File: src/rtl/branch_pc_unit.sv
// Program-counter owner and conditional-branch sequencer. It pulses the condition
// flip-flop latch, samples CON one cycle later, then commits PC+sext(C) or PC.
module branch_pc_unit #(
  parameter int                  PC_WIDTH = 32,
  parameter int                  C_WIDTH  = 19,
  parameter logic [PC_WIDTH-1:0] RESET_PC = '0
) (
  input  logic                clk_i,
  input  logic                reset_n_i,
  input  logic                br_start_i,
  input  logic [C_WIDTH-1:0]  br_offset_i,
  input  logic                con_flag_i,
  output logic                con_latch_o,
  input  logic                pc_inc_i,
  input  logic                jump_valid_i,
  input  logic [PC_WIDTH-1:0] jump_target_i,
  output logic [PC_WIDTH-1:0] pc_out_o,
  output logic                busy_o,
  output logic                br_done_o,
  output logic                br_taken_o
);

  typedef enum logic [1:0] {
    IDLE   = 2'd0,
    EVAL   = 2'd1,
    SAMPLE = 2'd2,
    COMMIT = 2'd3
  } state_e;

  localparam logic [PC_WIDTH-1:0] PC_ONE = {{(PC_WIDTH-1){1'b0}}, 1'b1};

  state_e              state_q, state_d;
  logic [PC_WIDTH-1:0] pc_q, pc_d;
  logic [PC_WIDTH-1:0] offset_q, offset_d;
  logic                taken_q, taken_d;

  always_ff @(posedge clk_i or negedge reset_n_i) begin
    if (!reset_n_i) begin
      state_q  <= IDLE;
      pc_q     <= RESET_PC;
      offset_q <= '0;
      taken_q  <= 1'b0;
    end else begin
      state_q  <= state_d;
      pc_q     <= pc_d;
      offset_q <= offset_d;
      taken_q  <= taken_d;
    end
  end

  // Only the highest-priority IDLE request is acted on; the rest are dropped.
  always_comb begin
    state_d  = state_q;
    pc_d     = pc_q;
    offset_d = offset_q;
    taken_d  = taken_q;
    case (state_q)
      IDLE: begin
        if (jump_valid_i) begin
          pc_d = jump_target_i;
        end else if (br_start_i) begin
          offset_d = {{(PC_WIDTH-C_WIDTH){br_offset_i[C_WIDTH-1]}}, br_offset_i};
          state_d  = EVAL;
        end else if (pc_inc_i) begin
          pc_d = pc_q + PC_ONE;
        end
      end
      EVAL: begin
        state_d = SAMPLE;
      end
      SAMPLE: begin
        taken_d = con_flag_i;
        state_d = COMMIT;
      end
      COMMIT: begin
        if (taken_q) begin
          pc_d = pc_q + offset_q;
        end
        state_d = IDLE;
      end
      default: begin
        state_d = IDLE;
      end
    endcase
  end

  // taken_q updates on entry to COMMIT, so it changes only as br_done rises and then holds.
  assign con_latch_o = (state_q == EVAL);
  assign busy_o      = (state_q != IDLE);
  assign br_done_o   = (state_q == COMMIT);
  assign br_taken_o  = taken_q;
  assign pc_out_o    = pc_q;

endmodule
File: config.mk
export PLATFORM = sky130hd
export DESIGN_NAME = branch_pc_unit
export DESIGN_NICKNAME = d
export VERILOG_FILES = /design/src/rtl/branch_pc_unit.sv
export SDC_FILE = /design/constraint.sdc
export NUM_CORES = 1
export LEC_CHECK = 0
export ABC_CLOCK_PERIOD_IN_PS = 6100
export CAP_MARGIN = 20
export CORE_ASPECT_RATIO = 1.1
export CORE_MARGIN = 10
export CORE_UTILIZATION = 55
export CTS_CLUSTER_DIAMETER = 200
export CTS_CLUSTER_SIZE = 28
export DETAILED_ROUTE_END_ITERATION = 16
export PLACE_DENSITY = 0.81
export SLEW_MARGIN = 20
export SYNTH_ARGS = -nofsm -noshare
export SYNTH_HDL_FRONTEND = slang
export SYNTH_SLANG_ARGS = --single-unit
File: constraint.sdc
create_clock -name clk_i -period 6.1 [get_ports clk_i]
set_input_delay 0.915 -clock clk_i [delete_from_list [all_inputs] [get_ports clk_i]]
set_output_delay 0.915 -clock clk_i [all_outputs]
set_load 0.01 [all_outputs]
# Word-level counts from Yosys, hierarchy flattened
# Index checks and enable logic that the tools add are counted.
word_totals:
  register_bits: 54
  latch_bits: 0
  ram_bits: 0
  romBits: 0
  in_bits: 57
  mem_count: 0
op_classes:
  addsub: 2
  mul: 0
  n_div: 0
  magnitude_cmp: 0
  n_eq_ne: 8
  n_shift: 0
  n_mux: 8
  n_bitwise: 1
  n_reduce_logical: 6
ops:
  columns: ["operator", "n"]
  rows:
  - ["32-bit two-way mux", 4]
  - ["32-bit case mux with 2 select lines", 1]
  - ["32-bit by 1-bit adder with 32-bit output, second input constant", 1]
  - ["32-bit adder", 1]
  - ["2-bit case mux with 4 select lines", 1]
  - ["3-bit inequality test, second input constant", 2]
  - ["2-bit equality test, second input constant", 2]
  - ["2-bit two-way mux", 2]
  - ["2-bit inequality test, second input constant", 2]
  - ["4-bit AND reduction", 1]
  - ["2-bit nonzero test", 2]
  - ["3-bit AND reduction", 1]
  - ["2-bit by 1-bit equality test with 1-bit output, second input constant", 1]
  - ["2-bit zero test", 1]
  - ["2-bit by 1-bit inequality test with 1-bit output, second input constant", 1]
  - ["2-bit AND reduction", 1]
  - ["1-bit NOT", 1]

# Longest topological paths before layout
# Gate-level depths: netlist of the first run.
depth:
  ltp_word: 5
  ltp_mapped: 11
  mapped_depth_nobuf: 10

# Worst setup path after synthesis of the first run
# OpenSTA, ideal clock, no wires.
synth_timing:
  path_kind: "flip-flop to flip-flop"
  from: "register pc_q[0] (netlist: pc_out_o[0])"
  to: "register pc_q[30] (netlist: pc_out_o[30])"
  arrival_time_ns: 2.760
  required_ns: 6.023
  slack_ns: 3.263
  stages_incl_launch_ff: 11
  path_buffers: 0
  cell_sequence: "dfrtp_1 ha_1 fa_1 a21o_1 a221o_1 a31oi_4 o21a_2 nor2_4 o2111ai_1 mux2_1 o21ai_1"
synth_between:
  elab_chain_len: 5
synth_rtl:
  columns: ["item", "line_no", "source"]
  rows:
  - ["start: declaration", "33", "logic [PC_WIDTH-1:0] pc_q, pc_d;"]
  - ["start signal: assignment", "45", "pc_q <= pc_d;"]
  - ["32-bit by 1-bit adder with 32-bit output", "65", "pc_d = pc_q + PC_ONE;"]
  - ["32-bit two-way mux", "64", "end else if (pc_inc_i) begin"]
  - ["32-bit two-way mux", "61", "end else if (br_start_i) begin"]
  - ["32-bit two-way mux", "59", "if (jump_valid_i) begin"]
  - ["32-bit case mux with 2 select lines *", "57", "case (state_q)"]
# Mark *: on every way between the ends. The rest lies on a longest branch, timed or not. The select of a mux whose other input is x is not followed.
# A chain may end at the register's enable or synchronous reset.

# Final worst setup path of the first run
layout_timing:
  from: "register offset_q[18]"
  to: "register pc_q[29] (netlist: pc_out_o[29])"
layout_between:
  elab_chain_len: 3
layout_rtl:
  columns: ["item", "line_no", "source"]
  rows:
  - ["start: declaration", "34", "logic [PC_WIDTH-1:0] offset_q, offset_d;"]
  - ["start signal: assignment", "46", "offset_q <= offset_d;"]
  - ["32-bit adder", "77", "pc_d = pc_q + offset_q;"]
  - ["32-bit two-way mux", "76", "if (taken_q) begin"]
  - ["32-bit case mux with 2 select lines", "57", null]
# No other way between the ends. The select of a mux whose other input is x is not followed.

==> results.ini, run 1 <==
[clock_tree]
cts.hold.buffers_added = 0
cts_tree = built
cts_resized = 0
cts_inserted_buffers = 5
clock_latency_ns = 0.32
post_cts_buffers = 0
cts.sinks = 54
h-tree-depth = 2
clk_path_buf_depth = 2
cts-root-buf = clkbuf_8
clkTransAtPathRegs_ns = 0.11

[critical_path]
crit_chain = ha_1 -> a21oi_1 -> o211ai_1 -> a221o_1 -> a22o_1 -> a211oi_2 -> o21bai_1 -> nor4b_1 -> a211o_1
cp-startpoint = offset_q[18]
critPathBufInv = 0
ff2ff_setup_slack_ns = 2.92
r2r_start = offset_q[18]
r2r_end = pc_out_o[29]
path_max_fanout = 17
cp_top_family = compound AO/OA/AOI/OAI gates
crit_type = reg2reg
startpoint_type = flop
cp-end-kind = flop
arrival_ns = 3.45
critPathSlowestCell = dfrtp_1
cp.required_ns = 6.37
critPathMaxStageDelay_ns = 0.78
r2r_cells = 9

[floorplanning]
design.core.area_sq_um = 8830
die-area_sq_um = 13200
row_count = 36
io_pins = 93
fp.dieH_um = 119
die_w_um = 110
start_util = 0.559

[sta]
worstMarginPinSlew_ns = 0.901
drv_slew = 0
finalSetupTns_ns = 0
period_minus_slack_ns = 3.18
worst_clock_skew_ns = 0.0148
hold_slack_ns = 0.529
maxClockFrequency_ghz = 0.314
hold_viol = 0
rsz0062_at_grt = no
slew_headroom = 0.398
setup_viol = 0
fin_crit_sh = 0.522

[global_routing]
grt_usage = 0.223
antenna_found_initial = 0
grt_pass1_vias = 4917
grt_overflow_total = 0
grt_max_degree = 67
grt_pass1_wl_um = 24100

[route]
drt-pass1-iter-count = 5
drc = 0
drt_wl_total_um = 14800
ant_nets = 0
wire_per_inst_um = 18.6
detail_route.vias_per_cell = 6.12
num_vias = 4867
dr.first_iter.drc_count = 237

[run_status]
status = completed

[power]
seqPwrFrac = 0.219
combPwrFrac = 0.712
power.switching_mw = 1.83
clkPwrFrac = 0.069
p_int_mw = 1.81
leakagePower_nw = 2.51
cellPowerDensity_nw_per_um2 = 603
switching_share = 0.503
irDropWorstVdd_uv = 294

[worst_hold_path]
min_from = offset_q[6]
holdPathEnd = offset_q[6]
holdPathStages = 1
hp-class = reg2reg

[final_layout]
fin_area_sq_um = 6020
syn_to_final_growth_pct = 22.1
fin_nets = 774
nFillCells = 748
final_core_util = 0.682
n_antenna_cell = 0
layout-drive-gt1-share = 0.0764

[yosys]
yosysMostFrequentCell = nand2_1
synthCells = 604
synth_seq_cells = 54
synth_warnings = 0
yosysTopAreaCell = dfrtp_1
postSynthAreaPerCell_sq_um = 8.17
syn-num-nets = 698
netlist-cell-type-count = 65
yosys-top-cells-area = dfrtp_1 (27%), ha_1 (9.1%), nand2_1 (6.2%)
syn_area_sq_um = 4930
synth_edf_count = 0
synth_top_area_share = 0.274
synthArstFlopShare = 1.00
synth_common_cells = nand2_1 (81), o21ai_0 (59), dfrtp_1 (54)
ys_seq_area_frac = 0.274
yosys_most_used_dff = dfrtp_1

[placement]
gp_congestion = 0.982
post_dp_cell_area_sq_um = 5920
io_buffers = 92
dp_hpwl_um = 11100

[job]
max_cap_violations = 0

==> power groups by stage <==
stage / clock [mW] / combinational, mW / sequential [mW]
5_1_grt: 0.272 / 2.86 / 0.821
3_5_place_dp: 0 / 2.56 / 0.792
2_1_floorplan: 0 / 1.81 / 0.769
3_3_place_gp: 0 / 2.48 / 0.788
6_report: 0.251 / 2.59 / 0.794
4_1_cts: 0.253 / 2.57 / 0.786
==> stage by stage <==
step / worst slack (ns) / std cells / total power [mW]
after detailed placement: 2.69 / 787 / 3.35
final: 2.92 / 795 / 3.63
after floorplan: 3.26 / 604 / 2.58
after global routing: 2.71 / 795 / 3.95
after CTS: 2.98 / 795 / 3.61
after global placement: 2.79 / 787 / 3.26
==> worst register-to-register path, stage by stage, from the launching register on <==
cell and delay [ns]:
dfrtp_1 0.78, ha_1 0.45, a21oi_1 0.24, o211ai_1 0.14
a221o_1 0.38, a22o_1 0.25, a211oi_2 0.34, o21bai_1 0.15
nor4b_1 0.28, a211o_1 0.15
==> cell families (layout without fill, tap and decap cells) <==
group / count (synthesis) / after routing / share of synthesized area
AO/OA/AOI/OAI: 189 / 189 / 0.245
flip-flops: 54 / 54 / 0.274
multiplexers: 38 / 38 / 0.0832
AND/OR/NAND/NOR: 204 / 204 / 0.196
adder cells (fa/ha/maj): 37 / 37 / 0.0953
XOR/XNOR: 43 / 43 / 0.0763
buffers and inverters: 39 / 116 / 0.0299
==> area by class of cell <==
class                   instances  area (sq um)  share of cell area
well taps                     114           143              0.0237
clock inverters                 1          30.0             0.00498
inverters                      12          45.0             0.00748
multi-input cells             511          3440               0.570
repair buffers                 96           943               0.157
clock buffers                   7          76.3              0.0127
flip-flops and latches         54          1350               0.224
==> layout by cell type (no fill, tap or decap), drive strengths merged, types with 12 or more instances in the layout <==
cell	n
clkdlybuf4s50	90
xnor2	24
a21oi	52
nor2	47
o21ai	63
mux2	24
nand3	19
nand2	81
xor2	19
dfrtp	54
mux2i	14
inv	12
ha	36
==> registers in the layout (all words and copies together), names as in the netlist <==
register and flops:
state_q 2, br_taken_o 1, offset_q 19, pc_out_o 32
==> worst max path at each step <==
stage	end	slack [ns]	cells past startpoint
floorplan	pc_out_o[30]	3.26	10
global placement	pc_out_o[29]	2.79	7
detailed placement	pc_out_o[23]	2.69	8
CTS	pc_out_o[29]	2.98	9
global route	pc_out_o[29]	2.71	9
finish	pc_out_o[29]	2.92	9
==> metal layers <==
metal / vias up / track usage / part of all wire
met5: - / 0 / 0
met4: 0 / 0.0772 / 0.025
met3: 30 / 0.0426 / 0.064
met2: 179 / 0.380 / 0.51
met1: 2298 / 0.271 / 0.40
li1: 2360 / - / -
No activity file was read; power rests on OpenSTA's default activity.
==> inputs of run 2 (changes only) <==
- ABC_CLOCK_PERIOD_IN_PS: 6100 -> 3000
- CORE_UTILIZATION: 55 -> 54
- PLACE_DENSITY: 0.81 -> 0.79
- clock period: 6.1 -> 3 ns (I/O delays scaled with it)
==> run 2 against run 1 <==
Sequential share of layout area is 0.59 points lower. Final area increased by 2.8%. Clock skew hardly changed. Flip-flop and latch count unchanged. Routed wire length rose by 4.2%. Largest power group unchanged. Register-to-register slack worse by 2.8 ns. Via count rose by 2.3%. Global-route usage is essentially flat. Combinational power increased by 110%. Utilization is 1.6 points higher. Fmax increased by 11%.
==> results.ini, run 2 (synthesis gave the netlist of run 1 again) <==
[placement]
post_dp_cell_area_sq_um = 6070
dp.cells = 807
io_buffers = 92
dp_hpwl_um = 11900
preCtsSetupSlack_ns = 0.190
gp_congestion = 0.964

[power]
clkPwrFrac = 0.069
switching_share = 0.499
combPwrFrac = 0.730
leakagePower_nw = 2.61
irDropWorstVdd_uv = 589
cellPowerDensity_nw_per_um2 = 1230
power.switching_mw = 3.79
p_int_mw = 3.81
seqPwrFrac = 0.202

[sta]
maxClockFrequency_ghz = 0.350
setup_ws_ns = 0.145
hold_viol = 0
period_minus_slack_ns = 2.86
fin_crit_sh = 0.952
slew_headroom = 0.623
finalSetupTns_ns = 0
worst_clock_skew_ns = 0.0144
rsz0062_at_grt = yes
drv_slew = 0
worstMarginPinSlew_ns = 0.565
setup_viol = 0

[final_layout]
final_common_cell = clkdlybuf4s50_1
final_cells = 815
fin_area_sq_um = 6190
n_antenna_cell = 0
mostFrequentLayoutCells = clkdlybuf4s50_1 (90), nand2_1 (81), o21ai_0 (57)
fin_nets = 794
syn_to_final_growth_pct = 25.5
layout-drive-gt1-share = 0.111
largest_reg_flops = 32

[global_routing]
grt_max_degree = 44
grt_pass1_vias = 4954
grt_usage = 0.223
grt_overflow_total = 0
antenna_found_initial = 0
grt_pass1_wl_um = 25100

[floorplanning]
io_pins = 93
fp.dieH_um = 120
row_count = 36
die-area_sq_um = 13400
design.core.area_sq_um = 8870
die_w_um = 111
start_util = 0.556

[route]
wire_per_inst_um = 19.0
drt_wl_total_um = 15400
ant_nets = 0
dr.first_iter.drc_count = 276
drt-pass1-iter-count = 5
detail_route.vias_per_cell = 6.11
num_vias = 4981
drc = 0

[clock_tree]
clock_latency_ns = 0.33
cts_tree = built
cts.hold.buffers_added = 0
post_cts_buffers = 0
cts.sinks = 54
cts_inserted_buffers = 5
clk_path_buf_depth = 2
cts-root-buf = clkbuf_8
clkTransAtPathRegs_ns = 0.11
h-tree-depth = 2

[critical_path]
startpoint_type = flop
cp-end-kind = flop
crit_type = reg2reg
path_max_fanout = 6
cp.required_ns = 3.21
arrival_ns = 3.07

[job]
max_cap_violations = 0

[run_status]
status = completed

[worst_hold_path]
hp-class = in2async

-- run 2: layout make-up --
| cell class | count | area (sq um) |
|---|---|---|
| tap | 114 | 143 |
| fill | 736 | 2680 |
| clock buffer | 6 | 72.6 |
| timing repair buffer | 116 | 1090 |
| inverter | 12 | 45.0 |
| clock inverter | 2 | 37.5 |
| multi-input combinational | 511 | 3450 |
| sequential | 54 | 1350 |
-- run 2: routing by layer --
layer | track usage | routed length (um)
met1 | 0.263 | 6380
met2 | 0.396 | 7750
met3 | 0.0480 | 1020
met4 | 0.0691 | 296
met5 | 0 | 0
-- run 2: through the flow --
stage	util	power, mW	hold slack, ns
finish	0.698	7.61	0.0936
floorplan	-	5.24	0.154
detailed placement	0.684	6.97	0.471
global placement	0.684	6.82	0.457
CTS	0.696	7.51	0.115
global route	0.698	8.26	0.131
-- run 2: worst max-delay path: stages, from the launching register on --
cell       delay, ns
dfrtp_1         0.46
ha_1            0.47
nand4_1         0.19
o22ai_1         0.33
o2111ai_1       0.23
a21oi_2         0.31
a211oi_2        0.15
o2111ai_1       0.23
nand3_1         0.08
or3_1           0.31
-- run 2: final timing paths --
| kind | from | end | slack [ns] | cells past startpoint |
|---|---|---|---|---|
| min in group clk_i | offset_q[15] | offset_q[15] | 0.53 | 1 |
| worst max-delay path | pc_out_o[7] | pc_out_o[31] | 0.14 | 9 |
| worst max register to register | pc_out_o[7] | pc_out_o[31] | 0.14 | 9 |
| worst min register to register | offset_q[15] | offset_q[15] | 0.53 | 1 |
| max in group asynchronous | reset_n_i | offset_q[18] | 2.00 | 2 |
| worst min-delay path | reset_n_i | pc_out_o[27] | 0.09 | 1 |
-- run 2: repair_timing --
item                                    in CTS  in global routing
endpoints found under the setup margin       0                  4
gates resized for setup                      0                  7
hold endpoints to repair                     0                  0
-- run 2: power groups by stage --
stage / clock [mW] / combinational [mW] / sequential, mW
after floorplan: 0 / 3.68 / 1.56
after global placement: 0 / 5.32 / 1.50
after detailed placement: 0 / 5.43 / 1.53
after CTS: 0.530 / 5.47 / 1.52
after global routing: 0.562 / 6.11 / 1.59
final: 0.523 / 5.55 / 1.53
==> inputs of run 3 (changes only) <==
--- a/constraint.sdc
+++ b/constraint.sdc
@@ -3,2 +3,2 @@
 set_output_delay 0.45 -clock clk_i [all_outputs]
-set_load 0.01 [all_outputs]
+set_load 0.02 [all_outputs]
==> results of run 3 <==
The final DEF is identical to that of run 2. Status: completed.
Main changes from that run: total power 7.61 mW -> 7.78 mW
